==> config.mk <==
export PLATFORM = sky130hd
export DESIGN_NAME = rename_queue
export DESIGN_NICKNAME = d
export VERILOG_FILES = /design/src/rtl/rename_queue.sv
export SDC_FILE = /design/constraint.sdc
export NUM_CORES = 1
export LEC_CHECK = 0
export CAP_MARGIN = 20
export CORE_MARGIN = 2
export CORE_UTILIZATION = 55
export CTS_CLUSTER_DIAMETER = 40
export DETAILED_ROUTE_END_ITERATION = 6
export PLACE_DENSITY = 0.84
export SLEW_MARGIN = 25
export SYNTH_ARGS = -nofsm -noshare
export SYNTH_HDL_FRONTEND = slang
export SYNTH_SLANG_ARGS = --single-unit
==> constraint.sdc <==
create_clock -name CLK -period 20.1 [get_ports CLK]
set_clock_uncertainty 0.2 [all_clocks]
set_input_delay 3.015 -clock CLK [delete_from_list [all_inputs] [get_ports CLK]]
set_output_delay 3.015 -clock CLK [all_outputs]
set_load 0.01 [all_outputs]
==> src/rtl/rename_queue.sv <==
// ---------------------------------------------------------------------------
// rename_queue
//   Decode-to-rename instruction FIFO. Decode (ID) enqueues decoded
//   instructions; Rename sees the oldest entry on the show-ahead head outputs
//   and removes it with RNM_DQ. FLUSH throws away every entry so the front end
//   can restart after a mispredict or exception.
//
//   Optional feature macro: RNMQ_AFULL_EN
//     defined   -> AFULL_LVL parameter and registered RNMQ_afull output exist.
//     undefined -> neither the parameter nor the port/logic is present.
//
// Ports
//   CLK, RESET           rising-edge clock, synchronous active-high reset
//   FLUSH                discard all entries (beats push/pop this cycle)
//   ID_NQ + *_IN         enqueue request and the 135-bit entry payload
//   RNM_DQ               dequeue request from Rename (ignored while empty)
//   *_OUT                head entry fields, forced to zero while empty
//   RNMQ_empty/full      registered occupancy flags
//   RNMQ_count           registered occupancy, 0..DEPTH
//   RNMQ_afull           registered, count >= AFULL_LVL (macro only)
// ---------------------------------------------------------------------------
module rename_queue #(
  parameter int DEPTH     = 8,
  parameter int LOG_DEPTH = 3
`ifdef RNMQ_AFULL_EN
  ,
  parameter int AFULL_LVL = 6
`endif
) (
  input  logic                 CLK,
  input  logic                 RESET,
  input  logic                 FLUSH,
  input  logic                 ID_NQ,
  input  logic [31:0]          Instr_IN,
  input  logic [31:0]          Instr_PC_IN,
  input  logic [31:0]          Instr_PC_Plus4_IN,
  input  logic [4:0]           RS_IN,
  input  logic [4:0]           RT_IN,
  input  logic [4:0]           RD_IN,
  input  logic                 is_LDST_IN,
  input  logic [22:0]          Instr_Flags_IN,
  input  logic                 RNM_DQ,
  output logic [31:0]          Instr_OUT,
  output logic [31:0]          Instr_PC_OUT,
  output logic [31:0]          Instr_PC_Plus4_OUT,
  output logic [4:0]           RS_OUT,
  output logic [4:0]           RT_OUT,
  output logic [4:0]           RD_OUT,
  output logic                 is_LDST_OUT,
  output logic [22:0]          Instr_Flags_OUT,
  output logic                 RNMQ_empty,
  output logic                 RNMQ_full,
`ifdef RNMQ_AFULL_EN
  output logic                 RNMQ_afull,
`endif
  output logic [LOG_DEPTH:0]   RNMQ_count
);

  localparam int EW = 135;            // entry width
  localparam int PW = LOG_DEPTH;      // pointer width
  localparam int CW = LOG_DEPTH + 1;  // count width (must reach DEPTH)

  localparam logic [CW-1:0] FULL_CNT = CW'(DEPTH);
  localparam logic [PW-1:0] PTR_ONE  = PW'(1);
  localparam logic [CW-1:0] CNT_ONE  = CW'(1);

  logic [EW-1:0] mem [DEPTH];

  logic [PW-1:0] head_q, head_d;
  logic [PW-1:0] tail_q, tail_d;
  logic [CW-1:0] count_q, count_d;
  logic          empty_q, empty_d;
  logic          full_q, full_d;
`ifdef RNMQ_AFULL_EN
  logic          afull_q, afull_d;
`endif

  logic          push, pop, wr_en;
  logic [EW-1:0] wr_entry;
  logic [EW-1:0] head_entry;

  assign wr_entry = {Instr_IN, Instr_PC_IN, Instr_PC_Plus4_IN,
                     RS_IN, RT_IN, RD_IN, is_LDST_IN, Instr_Flags_IN};

  // Flags come from the start-of-cycle registered state, so a full queue
  // refuses a push even when Rename pops in the same cycle, and an empty
  // queue ignores a pop even when decode pushes in the same cycle.
  always_comb begin
    push    = ID_NQ & ~full_q;
    pop     = RNM_DQ & ~empty_q;
    wr_en   = 1'b0;
    head_d  = head_q;
    tail_d  = tail_q;
    count_d = count_q;

    if (FLUSH) begin
      head_d  = '0;
      tail_d  = '0;
      count_d = '0;
    end else begin
      wr_en = push;
      if (push) tail_d = tail_q + PTR_ONE;   // wraps naturally: DEPTH is 2**PW
      if (pop)  head_d = head_q + PTR_ONE;
      if (push && !pop)      count_d = count_q + CNT_ONE;
      else if (pop && !push) count_d = count_q - CNT_ONE;
    end

    empty_d = (count_d == '0);
    full_d  = (count_d == FULL_CNT);
`ifdef RNMQ_AFULL_EN
    afull_d = (count_d >= CW'(AFULL_LVL));
`endif
  end

  always_ff @(posedge CLK) begin
    if (RESET) begin
      head_q  <= '0;
      tail_q  <= '0;
      count_q <= '0;
      empty_q <= 1'b1;
      full_q  <= 1'b0;
`ifdef RNMQ_AFULL_EN
      afull_q <= 1'b0;
`endif
    end else begin
      head_q  <= head_d;
      tail_q  <= tail_d;
      count_q <= count_d;
      empty_q <= empty_d;
      full_q  <= full_d;
`ifdef RNMQ_AFULL_EN
      afull_q <= afull_d;
`endif
    end
  end

  // Storage carries no reset; stale contents are never visible because the
  // outputs are masked while empty and pointers restart at 0.
  always_ff @(posedge CLK) begin
    if (!RESET && wr_en) mem[tail_q] <= wr_entry;
  end

  // Show-ahead head: combinational read of the oldest entry.
  assign head_entry = empty_q ? '0 : mem[head_q];

  assign {Instr_OUT, Instr_PC_OUT, Instr_PC_Plus4_OUT,
          RS_OUT, RT_OUT, RD_OUT, is_LDST_OUT, Instr_Flags_OUT} = head_entry;

  assign RNMQ_empty = empty_q;
  assign RNMQ_full  = full_q;
  assign RNMQ_count = count_q;
`ifdef RNMQ_AFULL_EN
  assign RNMQ_afull = afull_q;
`endif

endmodule
==> summary.txt <==
Detailed routing
  – Final WL: around 87000 um
  – Detailed-route wire length per cell: 26.93 um
  – Detailed-router iteration count before antenna repair: 7
  – Total length of routed met2 wires: 45150 um
  – Remaining number of nets flagged by the antenna check after routing: 0
  – Met3 WL post-DR: 5925 um
  – Overall via count from detail_route: 19410
  – Detailed-routing wirelength on met1: roughly 34000 um
  – Remaining design rule violation count: 0
  – Top routing layer used: met5
  – Starting DRT DRC Count: 2127
  – Vias per cell: 6.035

Die
  – Core Rows: 100
  – Die Wd: 279.1 um
  – IO Pins: between 200 and 300
  – Die outline height: 279.1 um
  – Starting Density: 0.5572
  – Total Die Area: 77890 um^2
  – Core area: 74700 um^2

Placed design
  – DP HPWL: 42490 um
  – PortBufs: 280
  – Weighted congestion at the end of routability-driven global placement: 0.7485
  – Instance area after placement: 45460 um^2
  – Number of placed instances, taps included: 2979

Yosys
  – Number of instances in the synthesized netlist: 1795
  – Portion of the post-synthesis area used by sequential elements: 0.7864
  – Xor and xnor fraction of the mapped netlist area: 0.001473
  – Main combinational cell family by area after synthesis: multiplexers
  – Post-synthesis share of cell area spent on and, or, nand and nor gates: 0.01704
  – Number of distinct library cell variants in the gate-level netlist after synthesis: 29
  – Synthesized flop and latch total: 1095
  – Synthesized area: 41620 um^2
  – Synthesized area divided by synthesized cell count: 23.19 um^2
  – Synthesis warning total: 0
  – Dominant synthesized flop cell: sky130_fd_sc_hd__edfxtp_1
  – Mapped Nets: 1939
  – Share of the synthesized area in compound gates (AO/OA/AOI/OAI): 0.001864
  – Arithmetic-cell share of the synthesized area counting full adders, half adders and majority gates: 0.001202
  – Multiplexer share of the synthesized area: 0.1786
  – Fraction of registers with async set or reset after synthesis: 0
  – Number of flops mapped to enable cells by yosys: 1080

CTS
  – Clock net sink count: 1095
  – Number of buffers added to fix hold violations after cts: 0
  – Clock Tree Root: sky130_fd_sc_hd__clkbuf_16
  – Number of buffers added by the clock tree synthesis step: 120
  – Clock tree from TritonCTS: yes
  – Worst-path clk slew: around 60 ps
  – Post-cts gate resize count: 0
  – Clock Tree Buf Depth: 3
  – Clock latency of the later-clocked register in the worst-skew pair: between 600 and 700 ps
  – Setup Buffers After CTS: 0
  – Max H-tree Level: 3

Worst setup path
  – CP endpoint kind: output pin
  – Crit path arrival time: 5360 ps
  – Worst-path fanout max: 47
  – Sum of buffers and inverters on the critical path: 5
  – Cells along the critical path: buf_4, buf_4, buf_16, buf_4, mux4_2, mux2i_1, nor2_1, clkdlybuf4s50_1
  – CP Class: reg2out
  – Cell type with the highest occurrence count on the critical path: sky130_fd_sc_hd__buf_4
  – Type of element launching the critical path: register
  – CP max stage cell: sky130_fd_sc_hd__dfxtp_4
  – Max incr delay on CP: 890 ps
  – Cell family contributing the most delay on the critical path: buffers and inverters
  – Data required time of the critical path: 16890 ps

STA
  – Slew of the pin with the lowest slew margin: 1057 ps
  – Final Max Tran Viols: 0
  – Shortest period the worst path allows: 8578 ps
  – Maximum operating frequency: roughly 120 MHz
  – RSZ-0062 raised after global routing: no
  – Post-route fraction of the period consumed by the critical path: 0.4268
  – Setup_tns: 0 ps
  – Max transition margin: 0.2953
  – Total count of hold-check failures in the final report: 0
  – Tightest hold margin: around 280 ps
  – Number of setup violations in the final report: 0

Power
  – Final Power: between 4000 and 5000 uW
  – Leakage power: 0.01499 uW
  – Power per Cell Area: 98.10 nW/um^2
  – Peak VDD IR: 0.00008060 V

GRT
  – Overflow after GRT: 0
  – Number of global-route vias before repair: between 20000 and 25000
  – Maximum number of pins on one net before global-route repair: 136
  – Gr usage total: 0.2240
  – Antenna violations before repair: 14
  – First-pass GRT wire length: ~130000 um

Final layout
  – Final net count: about 2300
  – Fill cell instance count of the final layout: 4472
  – Area growth from synthesis to layout: 19.14%
  – Most common library cell in the layout ignoring fill and taps: sky130_fd_sc_hd__edfxtp_1
  – Non-filler instance count after layout: 3216
  – Share of final-layout standard cells stronger than drive strength 1: 0.2254
  – Most frequent cells in the layout: sky130_fd_sc_hd__edfxtp_1, sky130_fd_sc_hd__clkdlybuf4s50_1, sky130_fd_sc_hd__mux4_2, sky130_fd_sc_hd__nor2_1, sky130_fd_sc_hd__mux2i_1
  – Design Area, Final: about 50000 um^2

Outcome
  – Result of the run: complete, no violations

Min path
  – Path type of the worst min-delay path: reg2reg

Flow run
  – Max-capacitance violation count: 0
## synthesized netlist by cell type (2+ instances only)
cell type	number	area share
sky130_fd_sc_hd__buf_6	22	0.0060
sky130_fd_sc_hd__inv_1	2	0.00018
sky130_fd_sc_hd__dfxtp_1	15	0.0072
sky130_fd_sc_hd__nand2b_1	5	0.00075
sky130_fd_sc_hd__buf_2	36	0.0043
sky130_fd_sc_hd__nand3_1	4	0.00048
sky130_fd_sc_hd__clkbuf_1	25	0.0023
sky130_fd_sc_hd__o31ai_1	2	0.00036
sky130_fd_sc_hd__and2b_1	2	0.00036
sky130_fd_sc_hd__mux2i_1	135	0.032
sky130_fd_sc_hd__buf_1	8	0.00072
sky130_fd_sc_hd__nor3_1	2	0.00024
sky130_fd_sc_hd__mux4_2	270	0.15
sky130_fd_sc_hd__nand2_1	10	0.00090
sky130_fd_sc_hd__edfxtp_1	1080	0.78
sky130_fd_sc_hd__a21oi_1	5	0.00060
sky130_fd_sc_hd__xnor2_1	4	0.00084
sky130_fd_sc_hd__nor2_1	152	0.014
sky130_fd_sc_hd__ha_1	4	0.0012
sky130_fd_sc_hd__xor2_1	3	0.00063
## path summary, 6_finish.rpt
kind | from | cells past startpoint | slack [ps] | to
max | register | 8 | 11520 | RT_OUT[3]
min | head_q[1]$_SDFFE_PP0P_ | 2 | 280 | register
max reg2reg | RNMQ_full$_SDFF_PP0_ | 5 | 16560 | mem[0][14]$_DFFE_PP_
min reg2reg | head_q[1]$_SDFFE_PP0P_ | 2 | 280 | register
## per-stage QoR
stage               setup slack (ps)  utilization
floorplan                       6321            -
global placement               11890       0.6079
detailed placement             11830       0.6086
CTS                            11090       0.6632
global route                   11030       0.6638
finish                         11520       0.6639
## tightest hold or removal path, stage by stage (launching register included)
cell,delay [ps]
sky130_fd_sc_hd__dfxtp_1,320
sky130_fd_sc_hd__nand2_1,60
sky130_fd_sc_hd__a21oi_1,60
## area by class of cell
class | instances | area, um^2 | area share
sequential | 1095 | 32750 | 0.6604
multi-input combinational | 607 | 8386 | 0.1691
timing repair buffer | 307 | 3141 | 0.06333
clock buffer | 134 | 3077 | 0.06204
tap | 969 | 1212 | 0.02445
clock inverter | 95 | 1002 | 0.02021
antenna | 7 | 17.52 | 0.0003532
inverter | 2 | 7.507 | 0.0001514
## cell families after synthesis
kind of cell	Yosys count
XOR/XNOR	7
buffers and inverters	93
AND/OR/NAND/NOR	179
multiplexers	405
AO/OA/AOI/OAI	12
flip-flops	1095
adder cells (fa/ha/maj)	4
## routing by layer
metal | vias up | GRT usage
met5 | - | 0
met2 | 779 | 0.3874
li1 | 8213 | -
met4 | 14 | 0.06272
met1 | 10258 | 0.2930
met3 | 146 | 0.04309
## power by group
part	switching, uW	internal, uW	total (uW)
Clock	906	1290	2190
Combinational	76.4	68.7	145
Sequential	4.89	2520	2530
Total	987	3880	4860
## sequential cells by signal, indices dropped and copies added (netlist names), named ones only
name and cells:
head_q 3, RNMQ_count 4, mem 1080, tail_q 3, RNMQ_empty 1, RNMQ_full 1
Note: power is estimated with default switching activity, not from simulation.
==> edit 1: new RTL, same settings <==
`DEPTH`: 8 -> 4.
--- a/src/rtl/rename_queue.sv
+++ b/src/rtl/rename_queue.sv
@@ -20,7 +20,7 @@
 //   RNMQ_afull           registered, count >= AFULL_LVL (macro only)
 // ---------------------------------------------------------------------------
 module rename_queue #(
-  parameter int DEPTH     = 8,
+  parameter int DEPTH     = 4,
   parameter int LOG_DEPTH = 3
 `ifdef RNMQ_AFULL_EN
   ,
Function: same outputs for any inputs over 4 cycles, from zero or initial values and one cycle with RESET high; that may be too few to reach the edited logic, so the function may still have changed.
==> edit 1 against the original RTL <==
The run now ends with design-rule violations left; register-to-register slack gained 230 ps; synthesized area fell by 50%; first-iteration DRC count is 68% lower; setup slack improved by 1700 ps; routed wire length is 52% lower; power decreased by 46%; core utilization is 4.8 points higher; hold slack improved by 45 ps; non-clock buffer count down 11; cell area shrank 46%; sequential cell count down 543; via count fell by 47%; largest power group unchanged.
==> edit 1: results (changes against the original RTL) <==
synthesis:
  synthFlopType: "edfxtp_1"
  synth_edf_count: 540  # -50%
  synth_area_leaders: "edfxtp_1 77%, mux4_2 14%, nor2b_1 4.1%, dfxtp_1 1.1%, clkbuf_1 0.41%"
  yosysUniqueCellTypes: 32  # +10%
  ys_seq_area_share_pct: 78.4  # -0.29 points
  synth_compound_gate_area_share_pct: 0.411  # +0.22 points
  ys_async_sr_fraction_pct: 0  # unchanged
  synthesis.nets: 1076  # -45%
  synth_fa_ha_area_share_pct: 0.357  # +0.24 points
  synth_common_cells: "540 x edfxtp_1, 137 x nor2b_1, 135 x mux4_2"
  synth.area.mux_share_pct: 14.6  # -3.2 points
  synth_xor_area_share_pct: 0.167  # +0.020 points
  ys_warn_count: 0  # unchanged
global_route:
  grt_util_met2_pct: 33.3  # -5.4 points
  grtUsageMet1_pct: 27.9  # -1.4 points
  grt_max_degree: 75  # -45%
  track_usage_pct: 21.3  # -1.1 points
  grt_first_pass_wirelength_mm: 62.2  # -52%
  antenna_found_initial: 7  # -7
  grtUsageMet3_pct: 6.67  # +2.4 points
  grt_pass1_vias: 10827  # -48%
pwr:
  p_leak_nw: 8.35  # -44%
  ir_drop_v: 0.0000787  # -2.3%
critical_path:
  worst-r2r-cell-count: 4  # -1
  rrSetupSlack_ps: 16790  # +230 ps
  crit_path_top_delay_cell: "dfxtp_4"
  cp_slowest_stage_delay_ps: 920  # +30 ps
  worst_r2r_endpoint: "mem[3][25]"
  path_max_fanout: 46  # -2.1%
  crit_arrival_ps: 3690  # -1670 ps
worst_hold_path:
  min_from: "tail_q[1]"
  hold_depth: 2  # unchanged
clock_network:
  clk_pin_slew_ps: 50
  cts_root_buffer: "clkbuf_16"
  cts_buffers: 71  # -41%
  post_cts_buffers: 0  # unchanged
  worstSkewPairLatency_ps: 570  # -100 ps
placed_design:
  placed_cell_area_mm2: 0.0244  # -46%
  io_buffers: 280  # unchanged
  dp_hpwl_mm: 23.7  # -44%
  place_congestion: 0.764  # +2.0%
detailed_routing:
  wirelength_mm: 41.8  # -52%
  first_pass_iters: 7  # unchanged
  vias: 10235  # -47%
  drc: 3  # +3
  drtIter0Drc: 684  # -68%
outcome:
  status: "complete, but fails checks"
  violations: "design-rule violations"
finish:
  largest_register_ffs: 540  # -50%
  drive_gt1_share_pct: 21.2  # -1.4 points
  fin_nets: 1398  # -39%
sta:
  hold_ws_ps: 327  # +44.8 ps
  max_slew.worst_pin.slew_ps: 1000  # -53.3 ps
edit 1: where the power goes:
group | switching [mW] | internal (mW)
registers | 0.00877 | 1.28
clock network | 0.491 | 0.737
logic | 0.0538 | 0.0701
total | 0.553 | 2.08
edit 1: worst max path at each step:
| stage | start | to | slack (ps) | cells past startpoint |
|---|---|---|---|---|
| 5_1_grt | flip-flop | Instr_OUT[15] | 12850 | 4 |
| 2_1_floorplan | ID_NQ | mem[0][0] | 12960 | 3 |
| 6_report | flip-flop | Instr_PC_OUT[21] | 13190 | 4 |
| 3_3_place_gp | ID_NQ | mem[0][24] | 13420 | 4 |
| 4_1_cts | flip-flop | RS_OUT[1] | 12920 | 4 |
| 3_5_place_dp | ID_NQ | mem[0][42] | 13450 | 5 |
edit 1: kinds of logic (layout without fill, tap and decap cells):
| group | after synthesis | in the layout |
|---|---|---|
| DFF | 552 | 552 |
| and+or+nand+nor | 167 | 167 |
| muxes | 138 | 138 |
| buffers and inverters | 52 | 430 |
| AOI/OAI and AO/OA | 11 | 11 |
| adders and majority gates | 6 | 6 |
| xor gates and xnor gates | 4 | 4 |
| other | 0 | 4 |
edit 1: stage by stage:
stage               total power [mW]  instances  setup slack [ps]
floorplan                       1.36        930             12960
global placement                1.43       1684             13420
detailed placement              1.43       1687             13450
CTS                             2.66       1816             12920
global route                    2.71       1821             12850
finish                          2.64       1823             13190
edit 1: routing by layer:
layer / wire, um / share of wire, %
met3: 3640 / 8.7
met2: 20400 / 49
met5: 55 / 0.13
met1: 16500 / 39
met4: 1220 / 2.9
edit 1: cell type report:
class	count	area, um2
clock buffers	79	1830
repair buffers	296	3040
fillers	2281	10900
clock inverters	50	505
flip-flops and latches	552	16500
multi-input cells	326	4300
well taps	511	639
diodes	4	10.0
inverters	5	18.8
edit 1: critical path: cells and delay by family, from the launching register on:
family,cells,cell delay [ps]
buffers and inverters,2,1350
flip-flops,1,920
multiplexers,1,600
AND/OR/NAND/NOR,1,170
==> edit 2: new RTL, same flow settings <==
Without the edit above. Reset style: asynchronous (`RESET`), changed in one clocked block. Comments in the files are not updated.
--- a/src/rtl/rename_queue.sv
+++ b/src/rtl/rename_queue.sv
@@ -112,7 +112,7 @@
 `endif
   end
 
-  always_ff @(posedge CLK) begin
+  always_ff @(posedge CLK or posedge RESET) begin
     if (RESET) begin
       head_q  <= '0;
       tail_q  <= '0;
Formal check against the unedited RTL: not equivalent (a bounded check fails within 4 cycles, from zero or initial values and one cycle with RESET high; the reset may be asserted at any time).
==> edit 2 against the original RTL <==
Synthesized cell count is 0.22% higher; setup slack better by 490 ps; first-iteration DRC count is 11% lower; routed wire length is 3.2% higher; sequential cell count is 3 lower; critical path depth is 1 lower; cell area is 0.40% higher; synthesized area hardly changed; critical path type unchanged; largest cell class unchanged.
Power is not compared: it rests on default switching activity, and its combinational part moved more than twofold at a synthesized area within 25%.
==> edit 2: results (changes against the original RTL) <==
outcome:
  status: "complete, no violations"
finish:
  num-fill-cells: 4474  # +0.045%
  fin_nets: 2288  # +0.48%
placed_design:
  place_congestion: 0.745  # -0.51%
  pre_cts_ws_ps: 12630  # +804 ps
  placed_cell_area_mm2: 0.0456  # +0.30%
synthesis:
  synth_common_cells: "1080 x edfxtp_1, 270 x mux4_2, 152 x nor2_1"
  netlist_instances: 1799  # +0.22%
  ys_seq_area_share_pct: 78.6  # about the same
  ys_async_sr_fraction_pct: 1.10  # +1.1 points
  synth_area_leaders: "edfxtp_1 78%, mux4_2 15%, mux2i_1 3.2%, nor2_1 1.4%, dfrtp_1 0.66%"
critical_path:
  crit_path_top_delay_cell: "dfrtp_4"
  path_max_fanout: 42  # -11%
  worst_r2r_endpoint: "mem[4][72]"
  crit-reg2reg-launch: "RNMQ_full"
  rrSetupSlack_ps: 16430  # -130 ps
  cp_slowest_stage_delay_ps: 960  # +70 ps
global_route:
  grt_max_degree: 112  # -18%
  antenna_found_initial: 18  # +4
  grt_pass1_vias: 20942  # +0.50%
  track_usage_pct: 23.2  # +0.82 points
  grtUsageMet1_pct: 29.6  # +0.30 points
  grt_first_pass_wirelength_mm: 133  # +2.4%
  grt_util_met2_pct: 39.6  # +0.82 points
detailed_routing:
  vias: 19494  # +0.43%
  wl_met1_mm: 33.8  # +0.77%
  wirelength_mm: 89.4  # +3.2%
worst_hold_path:
  min_from: "tail_q[0]"
sta:
  max_slew.worst_pin.slew_ps: 1050  # -10.3 ps
  hold_ws_ps: 421  # +139 ps
-- edit 2: cell types whose count changed in the layout (fill, tap and decap cells not counted), sizes merged, moves of 2 or more --
cell,delta
dfrtp,+11
clkinv,-11
a21oi,+2
and2b,-2
clkinvlp,+6
nand2,+2
inv,+5
o22ai,-2
o31ai,-2
nor2b,+3
clkbuf,+2
nor3,+2
buf,+10
dfxtp,-15
-- edit 2: area by class of cell --
type | count | area (um2) | area share [%]
flip-flops and latches | 1092 | 32700 | 65.8
multi-input cells | 610 | 8390 | 16.9
repair buffers | 317 | 3300 | 6.62
clock buffers | 136 | 3130 | 6.28
well taps | 969 | 1210 | 2.44
clock inverters | 94 | 977 | 1.96
diodes | 8 | 20.0 | 0.0402
inverters | 3 | 11.3 | 0.0226
-- edit 2: worst max-delay path by stage --
stage	from	endpoint	slack (ps)	cells after the start
6_report	head_q[0]	Instr_PC_Plus4_OUT[16]	12010	7
5_1_grt	head_q[0]	Instr_PC_Plus4_OUT[16]	11590	7
4_1_cts	head_q[0]	Instr_PC_Plus4_OUT[16]	11830	7
3_5_place_dp	head_q[0]	Instr_PC_Plus4_OUT[29]	12630	7
3_3_place_gp	head_q[0]	Instr_OUT[31]	12560	6
2_1_floorplan	ID_NQ	mem[0][0]	6450	5
-- edit 2: kinds of logic (layout without fill, tap and decap cells) --
group | count (synthesis) | count (layout) | synth area share [%]
simple gates | 182 | 182 | 1.72
compound gates | 11 | 11 | 0.153
other cells | 0 | 8 | 0
buf+inv | 97 | 550 | 1.40
mux | 406 | 406 | 17.9
fa+ha+maj | 4 | 4 | 0.120
xor+xnor | 7 | 7 | 0.147
flops | 1092 | 1092 | 78.6
